[src/rtl/rect_plotter.sv]
// Rasterises one axis-aligned rectangle per start request into a pixel stream
// (x, y, colour, plot) with pacing and off-screen clipping. Optional outline mode: RECT_PLOTTER_OUTLINE_EN.
module rect_plotter #(
    parameter int X_W      = 8,
    parameter int Y_W      = 7,
    parameter int COLOUR_W = 3,
    parameter int SCREEN_W = 160,
    parameter int SCREEN_H = 120,
    parameter int PACE     = 1
) (
    input  logic                clk,
    input  logic                reset,
    input  logic                start,
    input  logic                abort,
    input  logic [X_W-1:0]      x0,
    input  logic [Y_W-1:0]      y0,
    input  logic [X_W-1:0]      w,
    input  logic [Y_W-1:0]      h,
    input  logic [COLOUR_W-1:0] colour_in,
`ifdef RECT_PLOTTER_OUTLINE_EN
    input  logic                outline,
`endif
    output logic [X_W-1:0]      x,
    output logic [Y_W-1:0]      y,
    output logic [COLOUR_W-1:0] colour,
    output logic                plot,
    output logic                busy,
    output logic                done
);

    localparam int PC_W = (PACE > 1) ? $clog2(PACE) : 1;

    typedef enum logic [1:0] {IDLE, DRAW, FIN} state_t;

    state_t              state_q, state_d;
    logic [X_W-1:0]      x0_q, x0_d, w_q, w_d, cx_q, cx_d, x_q, x_d;
    logic [Y_W-1:0]      y0_q, y0_d, h_q, h_d, cy_q, cy_d, y_q, y_d;
    logic [COLOUR_W-1:0] col_q, col_d, colour_q, colour_d;
    logic [PC_W-1:0]     pace_q, pace_d;
    logic                plot_q, plot_d, busy_q, busy_d, done_q, done_d;
    logic                ol_q, ol_d;
    logic                step_d, last_px, interior_row;
    logic [X_W-1:0]      cx_nxt;
    logic [Y_W-1:0]      cy_nxt;
    logic [X_W:0]        x_sum;
    logic [Y_W:0]        y_sum;

    always_comb begin
        state_d  = state_q;
        x0_d     = x0_q;
        y0_d     = y0_q;
        w_d      = w_q;
        h_d      = h_q;
        col_d    = col_q;
        ol_d     = ol_q;
        cx_d     = cx_q;
        cy_d     = cy_q;
        pace_d   = pace_q;
        step_d   = 1'b0;
        done_d   = 1'b0;

        last_px      = (cx_q == w_q - X_W'(1)) && (cy_q == h_q - Y_W'(1));
        interior_row = ol_q && (cy_q != '0) && (cy_q != h_q - Y_W'(1));
        cx_nxt       = cx_q + X_W'(1);
        cy_nxt       = cy_q;
        if (cx_q == w_q - X_W'(1)) begin
            cx_nxt = '0;
            cy_nxt = cy_q + Y_W'(1);
        end else if (interior_row && (cx_q == '0)) begin
            // Outline mode skips the interior of a row in a single step.
            cx_nxt = w_q - X_W'(1);
        end

        case (state_q)
            IDLE: begin
                if (start) begin
                    x0_d   = x0;
                    y0_d   = y0;
                    w_d    = w;
                    h_d    = h;
                    col_d  = colour_in;
`ifdef RECT_PLOTTER_OUTLINE_EN
                    ol_d   = outline;
`else
                    ol_d   = 1'b0;
`endif
                    cx_d   = '0;
                    cy_d   = '0;
                    pace_d = '0;
                    if ((w == '0) || (h == '0)) begin
                        state_d = FIN;
                        done_d  = 1'b1;
                    end else begin
                        state_d = DRAW;
                        step_d  = 1'b1;
                    end
                end
            end
            DRAW: begin
                if (abort) begin
                    state_d = IDLE;
                end else if (pace_q == PC_W'(PACE - 1)) begin
                    pace_d = '0;
                    if (last_px) begin
                        state_d = FIN;
                        done_d  = 1'b1;
                    end else begin
                        cx_d   = cx_nxt;
                        cy_d   = cy_nxt;
                        step_d = 1'b1;
                    end
                end else begin
                    pace_d = pace_q + PC_W'(1);
                end
            end
            FIN: begin
                state_d = IDLE;
            end
            default: begin
                state_d = IDLE;
            end
        endcase

        // Sums carry one extra bit so coordinates past 2^W are clipped, never wrapped.
        x_sum    = {1'b0, x0_d} + {1'b0, cx_d};
        y_sum    = {1'b0, y0_d} + {1'b0, cy_d};
        x_d      = x_sum[X_W-1:0];
        y_d      = y_sum[Y_W-1:0];
        plot_d   = step_d && (x_sum < (X_W+1)'(SCREEN_W)) && (y_sum < (Y_W+1)'(SCREEN_H));
        busy_d   = (state_d == DRAW);
        colour_d = (state_d == DRAW) ? col_d : '0;
    end

    always_ff @(posedge clk) begin
        if (!reset) begin
            state_q  <= IDLE;
            x0_q     <= '0;
            y0_q     <= '0;
            w_q      <= '0;
            h_q      <= '0;
            col_q    <= '0;
            ol_q     <= 1'b0;
            cx_q     <= '0;
            cy_q     <= '0;
            pace_q   <= '0;
            x_q      <= '0;
            y_q      <= '0;
            colour_q <= '0;
            plot_q   <= 1'b0;
            busy_q   <= 1'b0;
            done_q   <= 1'b0;
        end else begin
            state_q  <= state_d;
            x0_q     <= x0_d;
            y0_q     <= y0_d;
            w_q      <= w_d;
            h_q      <= h_d;
            col_q    <= col_d;
            ol_q     <= ol_d;
            cx_q     <= cx_d;
            cy_q     <= cy_d;
            pace_q   <= pace_d;
            x_q      <= x_d;
            y_q      <= y_d;
            colour_q <= colour_d;
            plot_q   <= plot_d;
            busy_q   <= busy_d;
            done_q   <= done_d;
        end
    end

    assign x      = x_q;
    assign y      = y_q;
    assign colour = colour_q;
    assign plot   = plot_q;
    assign busy   = busy_q;
    assign done   = done_q;

endmodule

[config.mk]
export PLATFORM = sky130hd
export DESIGN_NAME = rect_plotter
export DESIGN_NICKNAME = d
export VERILOG_FILES = /design/src/rtl/rect_plotter.sv
export SDC_FILE = /design/constraint.sdc
export NUM_CORES = 1
export LEC_CHECK = 0
export ABC_AREA = 1
export CAP_MARGIN = 20
export CORE_MARGIN = 4
export CORE_UTILIZATION = 35
export CTS_CLUSTER_DIAMETER = 150
export CTS_CLUSTER_SIZE = 12
export DETAILED_ROUTE_END_ITERATION = 12
export GPL_TIMING_DRIVEN = 0
export PLACE_DENSITY = 0.67
export SLEW_MARGIN = 20
export SYNTH_ARGS = -nofsm -noshare
export SYNTH_HDL_FRONTEND = slang
export SYNTH_SLANG_ARGS = --single-unit
[constraint.sdc]
create_clock -name clk -period 4 [get_ports clk]
set_input_delay 0.8 -clock clk [delete_from_list [all_inputs] [get_ports clk]]
set_output_delay 0.8 -clock clk [all_outputs]
set_load 0.02 [all_outputs]
==> flow_summary.json, run 1 <==
{
  "status": "finished, final reports clean",
  "crit_chain": "clkdlybuf4s50_1, inv_1, nor2_1, inv_2, nor2_1, inv_1, clkbuf_2, o21ai_1, inv_1, ha_1, a21oi_1, nand2_1, a21o_1, a21oi_1, nor2_1, o21ai_0, nand2_1, nor2_1, nand3_1, nor2_1",
  "critPathTopFamily": "buffers and inverters",
  "max-cap-violations": 0,
  "dp.cells": 799,
  "first_pass_iters": 4,
  "ys_ff_latch": 71,
  "antenna_found_initial": 0,
  "drv_slew": 0,
  "min_from": "h_q[6]",
  "yosysWarnings": 0,
  "clkPwrFrac_pct": 40.0,
  "grt-ovfl-total": 0,
  "syn2layout_area_growth_pct": 26.3,
  "final_core_util_pct": 45.2,
  "yosysUniqueCellTypes": 40,
  "drc_errors": 0,
  "first_global_vias": 3862,
  "row_count": 39,
  "ctsHoldBuffers": 0,
  "dpl_worst_slack_ns": -0.281,
  "regArea_um2": 1420,
  "criticalPathCategory": "primary input to flip-flop",
  "min_period_over_period_pct": 93.7,
  "multi_input_area_um2": 2260,
  "wl_um": 10600,
  "vias": 3941,
  "min_period_ns": 3.75,
  "drive_gt1_share_pct": 9.21,
  "stdcell_area_um2": 5160,
  "layout.nets": 726,
  "synthesis.area_um2": 4090,
  "async_flop_share_pct": 0,
  "p_sw_mw": 0.581,
  "path_max_fanout": 10,
  "arrival_ns": 4.02,
  "setup_slack_ns": 0.250,
  "ctsHtreeMaxLevel": 3,
  "final_hold_viol_count": 0,
  "cpMostUsedCell": "nor2_1",
  "synth_largest_area_cell": "dfxtp_1",
  "wl_per_cell_um": 13.0,
  "synth_cells": 599,
  "synth_edf_count": 0,
  "cp.required_ns": 4.27,
  "startpoint": "start",
  "final.fill_count": 1172,
  "dp_hpwl_um": 8280,
  "grt_pass1_wl_um": 17700,
  "grt_max_degree": 14,
  "postPlaceCellArea_um2": 4840,
  "cts.sinks": 71,
  "slowest_delay_ns": 0.47,
  "r2r-start": "w_q[0]",
  "switching_share_pct": 28.7,
  "slew_headroom_pct": 58.8,
  "drtAntennaViolNets": 0,
  "synth_top_cell_area_share_pct": 34.8,
  "cts_buffers": 9,
  "place_congestion": 0.858,
  "die_x_um": 116,
  "yosysSeqAreaShare_pct": 34.8,
  "intPower_mw": 1.44,
  "wl_met3_um": 710,
  "ys.flop_type": "dfxtp_1",
  "clk_latency_ns": 0.34,
  "skew_ns": 0.00646,
  "cp_num_buf_inv": 6,
  "worst_path_max_delay_cell": "clkdlybuf4s50_1",
  "finalSetupViolCount": 0,
  "top_layer": "met4",
  "p_per_area_nw_per_um2": 391,
  "seq_power_share_pct": 38.8,
  "hold_path.class": "flip-flop to flip-flop",
  "vias_per_cell": 4.83,
  "wl_met1_um": 4990,
  "clk_path_buf_depth": 2,
  "leakage_nw": 2.52,
  "holdWs_ns": 0.489,
  "dieArea_um2": 13500,
  "ir_drop_v": 0.000264,
  "cts_tree": "built",
  "synth_area_per_cell_um2": 6.83,
  "core_area_um2": 11400,
  "start_util_pct": 35.8,
  "worst_slew_pin_slew_ns": 0.617,
  "track_usage_pct": 16.5,
  "fp.dieH_um": 116,
  "yosys-top-cells-area": "dfxtp_1 35%, nand2_1 11%, inv_1 7.9%, nor2_1 7.0%, ha_1 5.8%",
  "p_comb_share_pct": 21.2,
  "initialDrtViolationCount": 186,
  "io_pins": 58,
  "n_antenna_cell": 0,
  "instances_no_fill": 816,
  "clockRootBuffer": "clkbuf_16",
  "synth.net_count": 657,
  "cp-start-kind": "primary input",
  "port_buffers": 57,
  "end_kind": "flip-flop",
  "fmax_mhz": 267,
  "dr_wl_met2_um": 4780,
  "clkTransAtPathRegs_ns": 0.06
}
cells by family after synthesis:
group	count (synthesis)	share of synthesized area [%]
simple gates	286	31.5
mux	3	0.734
xor+xnor	17	3.98
compound gates	93	12.1
fa+ha+maj	21	6.79
flops	71	34.8
buf+inv	108	10.1
flip-flops by register name, indices dropped and copies added (netlist names):
register	cells
w_q	8
cx_q	8
plot	1
x	8
colour	3
cy_q	7
h_q	7
y	7
busy	1
x0_q	8
col_q	3
y0_q	7
done	1
state_q	2
cell usage in the layout, fill, tap and decap left out, types with 5 or more instances in the layout:
cell / instances
nand2_1: 116
inv_1: 85
nor2_1: 76
dfxtp_1: 71
clkdlybuf4s50_1: 57
nand3_1: 45
o21ai_0: 37
a21oi_1: 37
ha_1: 17
or2_2: 16
xor2_1: 11
clkbuf_1: 10
clkbuf_16: 9
nand4_1: 8
nor2_2: 7
o21ai_1: 6
xnor2_1: 5
metrics by stage:
step	total power [mW]	TNS (ns)
after floorplan	1.07	0
after global placement	1.21	-0.287
after detailed placement	1.22	-0.417
after CTS	2.04	0
after global routing	2.14	-0.00552
final	2.02	0
Yosys cell counts (2+ instances only):
library cell	number
a21boi_0	2
a21oi_1	37
nor2_2	7
nor3_1	3
fa_1	2
xnor2_1	5
ha_1	19
clkinv_1	2
inv_2	3
nand3_2	2
nand3_1	45
nor2_4	3
inv_1	86
nand4_1	8
a31oi_1	2
mux2i_1	3
nand2_1	116
nor2_1	76
xor2_1	11
buf_2	3
o21ai_1	4
o21bai_1	4
nor4_1	4
dfxtp_1	71
o21ai_0	40
clkbuf_1	12
or2_2	16
path summary, 6_finish.rpt:
| kind | to | cells after the start | slack [ns] |
|---|---|---|---|
| worst max-delay path | plot | 20 | 0.25 |
| worst min register to register | h_q[6] | 2 | 0.49 |
| worst min-delay path | h_q[6] | 2 | 0.49 |
| worst max register to register | plot | 28 | 0.28 |
power by group through the flow:
stage / combinational (mW) / sequential (mW) / clock, mW
floorplan: 0.254 / 0.818 / 0
global placement: 0.410 / 0.798 / 0
detailed placement: 0.420 / 0.798 / 0
CTS: 0.425 / 0.784 / 0.829
global route: 0.482 / 0.789 / 0.865
finish: 0.428 / 0.784 / 0.808
worst register-to-register path: cells and delay by family (launching register included):
family	cells	cell delay (ns)
AO/OA/AOI/OAI	3	0.35
flip-flops	1	0.35
AND/OR/NAND/NOR	16	1.54
XOR/XNOR	1	0.22
buffers and inverters	5	0.35
adder cells (fa/ha/maj)	3	0.86
cell type report:
type                            count  share of cell area, %
Multi-Input combinational cell    420                   43.8
Sequential cell                    71                   27.5
Timing Repair Buffer               58                   11.2
Inverter                           92                   6.78
Clock buffer                       10                   4.63
Tap cell                          143                   3.46
Clock inverter                      6                   1.31
Buffer                             16                   1.28
routing by layer:
metal | vias to the layer above | global-route usage [%]
met2 | 100 | 28.1
met5 | - | 0
li1 | 2040 | -
met3 | 12 | 5.17
met1 | 1789 | 20.5
met4 | 0 | 3.94
timing repair:
action / CTS / global route
resized for setup: 0 / 12
endpoints found under the setup margin: 0 / 3
buffers inserted: 0 / 1
(Power assumes the default switching activity.)
==> run 2: changes to the inputs <==
Settings changed: CAP_MARGIN 20 to 30.
==> results of run 2 <==
The final DEF is identical to that of run 1; final timing and power are the same.
==> run 3: changes to the inputs <==
Settings changed: ABC_CLOCK_PERIOD_IN_PS set to 4000, CORE_UTILIZATION 35 to 55, PLACE_DENSITY 0.67 to 0.92.
==> flow_summary.json, run 3 (synthesized netlist as in run 1, its figures left out) <==
{
  "drv_slew": 0,
  "status": "finished, final reports clean",
  "hold_path_depth": 2,
  "slew_headroom_pct": 59.8,
  "die_x_um": 94.2,
  "syn2layout_area_growth_pct": 23.2,
  "vias_per_cell": 5.33,
  "cts.sinks": 71,
  "max-cap-violations": 0,
  "drive_gt1_share_pct": 10.2,
  "clk_path_buf_depth": 2,
  "worst_slew_pin_slew_ns": 0.598,
  "leakage_nw": 2.47,
  "fp.dieH_um": 94.2,
  "final_common_cell": "nand2_1",
  "holdWs_ns": 0.495,
  "cp.required_ns": 4.29,
  "clk_latency_ns": 0.36,
  "path_max_fanout": 9,
  "multi_input_area_um2": 2300,
  "n_antenna_cell": 0,
  "first_pass_iters": 5,
  "io_pins": 58,
  "ff2ff_setup_slack_ns": 0.22,
  "core_area_um2": 7250,
  "min_period_ns": 3.79,
  "cp-start-kind": "primary input",
  "ctsHoldBuffers": 0,
  "track_usage_pct": 24.9,
  "cts_tree": "built",
  "clockRootBuffer": "clkbuf_8",
  "ir_drop_v": 0.000283,
  "final.fill_count": 586,
  "initialDrtViolationCount": 319,
  "reg2reg_depth": 26,
  "wl_per_cell_um": 14.0,
  "final_hold_viol_count": 0,
  "final_core_util_pct": 69.4,
  "criticalPathCategory": "primary input to flip-flop",
  "end_kind": "flip-flop",
  "vias": 4133,
  "fmax_mhz": 264,
  "regToRegEndpoint": "plot",
  "first_global_vias": 3922,
  "drc_errors": 0,
  "arrival_ns": 4.09,
  "cts_buffers": 9,
  "row_count": 31,
  "grt_pass1_wl_um": 17400,
  "dieArea_um2": 8880,
  "finalSetupViolCount": 0,
  "min_delay_worst_endpoint": "col_q[0]",
  "min_from": "col_q[0]",
  "p_per_area_nw_per_um2": 346,
  "drtAntennaViolNets": 0,
  "antenna_found_initial": 0,
  "dp_hpwl_um": 8250,
  "wl_um": 10900,
  "r2r-start": "h_q[0]",
  "clkTransAtPathRegs_ns": 0.08,
  "start_util_pct": 56.4,
  "ctsHtreeMaxLevel": 3,
  "grt-ovfl-total": 0,
  "min_period_over_period_pct": 94.8,
  "skew_ns": 0.00921,
  "mostFrequentLayoutCells": "115 x nand2_1, 86 x inv_1, 76 x nor2_1",
  "port_buffers": 57,
  "grt_max_degree": 14,
  "place_congestion": 0.884,
  "regArea_um2": 1420,
  "layout.nets": 729,
  "hold_path.class": "flip-flop to flip-flop"
}
## run 3: changes by cell type in the layout (fill, tap and decap cells not counted), sizes merged
cell,delta
inv,-1
bufinv,-1
clkinvlp,-1
buf,+3
clkinv,+3
## run 3: report_power, final
group	internal, mW	switching, mW
clock network	0.228	0.292
logic	0.184	0.256
registers	0.757	0.0261
total	1.17	0.574
## run 3: through the flow
stage | area (um^2) | std cells | setup WS (ns) | TNS, ns | total power [mW]
floorplan | 4090 | 599 | 0.793 | 0 | 1.07
global placement | 4780 | 755 | -0.179 | -0.179 | 1.20
detailed placement | 4780 | 755 | -0.253 | -0.318 | 1.22
CTS | 4960 | 771 | 0.104 | 0 | 1.73
global route | 5040 | 775 | -0.0141 | -0.0141 | 1.83
finish | 5040 | 775 | 0.208 | 0 | 1.74
## run 3: worst max-delay path, cell delays in order
cell and delay (ns):
clkdlybuf4s50_1 0.66, clkinv_1 0.35, nand3_4 0.24, nor2_4 0.06
buf_4 0.14, a21oi_1 0.17, nand2_1 0.11, inv_1 0.10
ha_4 0.22, a21oi_1 0.18, nand2_1 0.11, a21oi_1 0.15
o21bai_1 0.10, and2_1 0.15, o21ai_0 0.16, nand2_1 0.11
nor2_1 0.11, nand3_1 0.07, nor2_1 0.08
## run 3: cell type report
cell class	instances	share of cell area, %
plain buffers	16	1.32
clock buffers	10	2.53
clock inverters	6	0.944
inverters	92	6.95
multi-input cells	420	45.6
flip-flops and latches	71	28.3
well taps	99	2.46
repair buffers	61	11.9
## run 3: how the worst max path moves through the flow
stage / start / endpoint / slack [ns] / cells after the start
after CTS: start / plot / 0.10 / 22
final: abort / plot / 0.21 / 19
after global placement: start / plot / -0.18 / 23
after detailed placement: start / plot / -0.25 / 23
after global routing: h_q[0] / plot / -0.01 / 26
after floorplan: w_q[0] / plot / 0.79 / 26
## run 3: repair_timing
item | CTS | global route
setup endpoints to repair | 0 | 2
gates resized for setup | 0 | 18
setup buffers | 0 | 4
endpoints found under the hold margin | 0 | 0
## run 3: per-layer routing
metal | up-vias | track usage (%) | routed length, um
met2 | 175 | 43.3 | 5210
met1 | 1875 | 29.1 | 4540
met3 | 28 | 4.73 | 819
li1 | 2055 | - | -
met5 | - | 0 | 0
met4 | 0 | 11.9 | 308
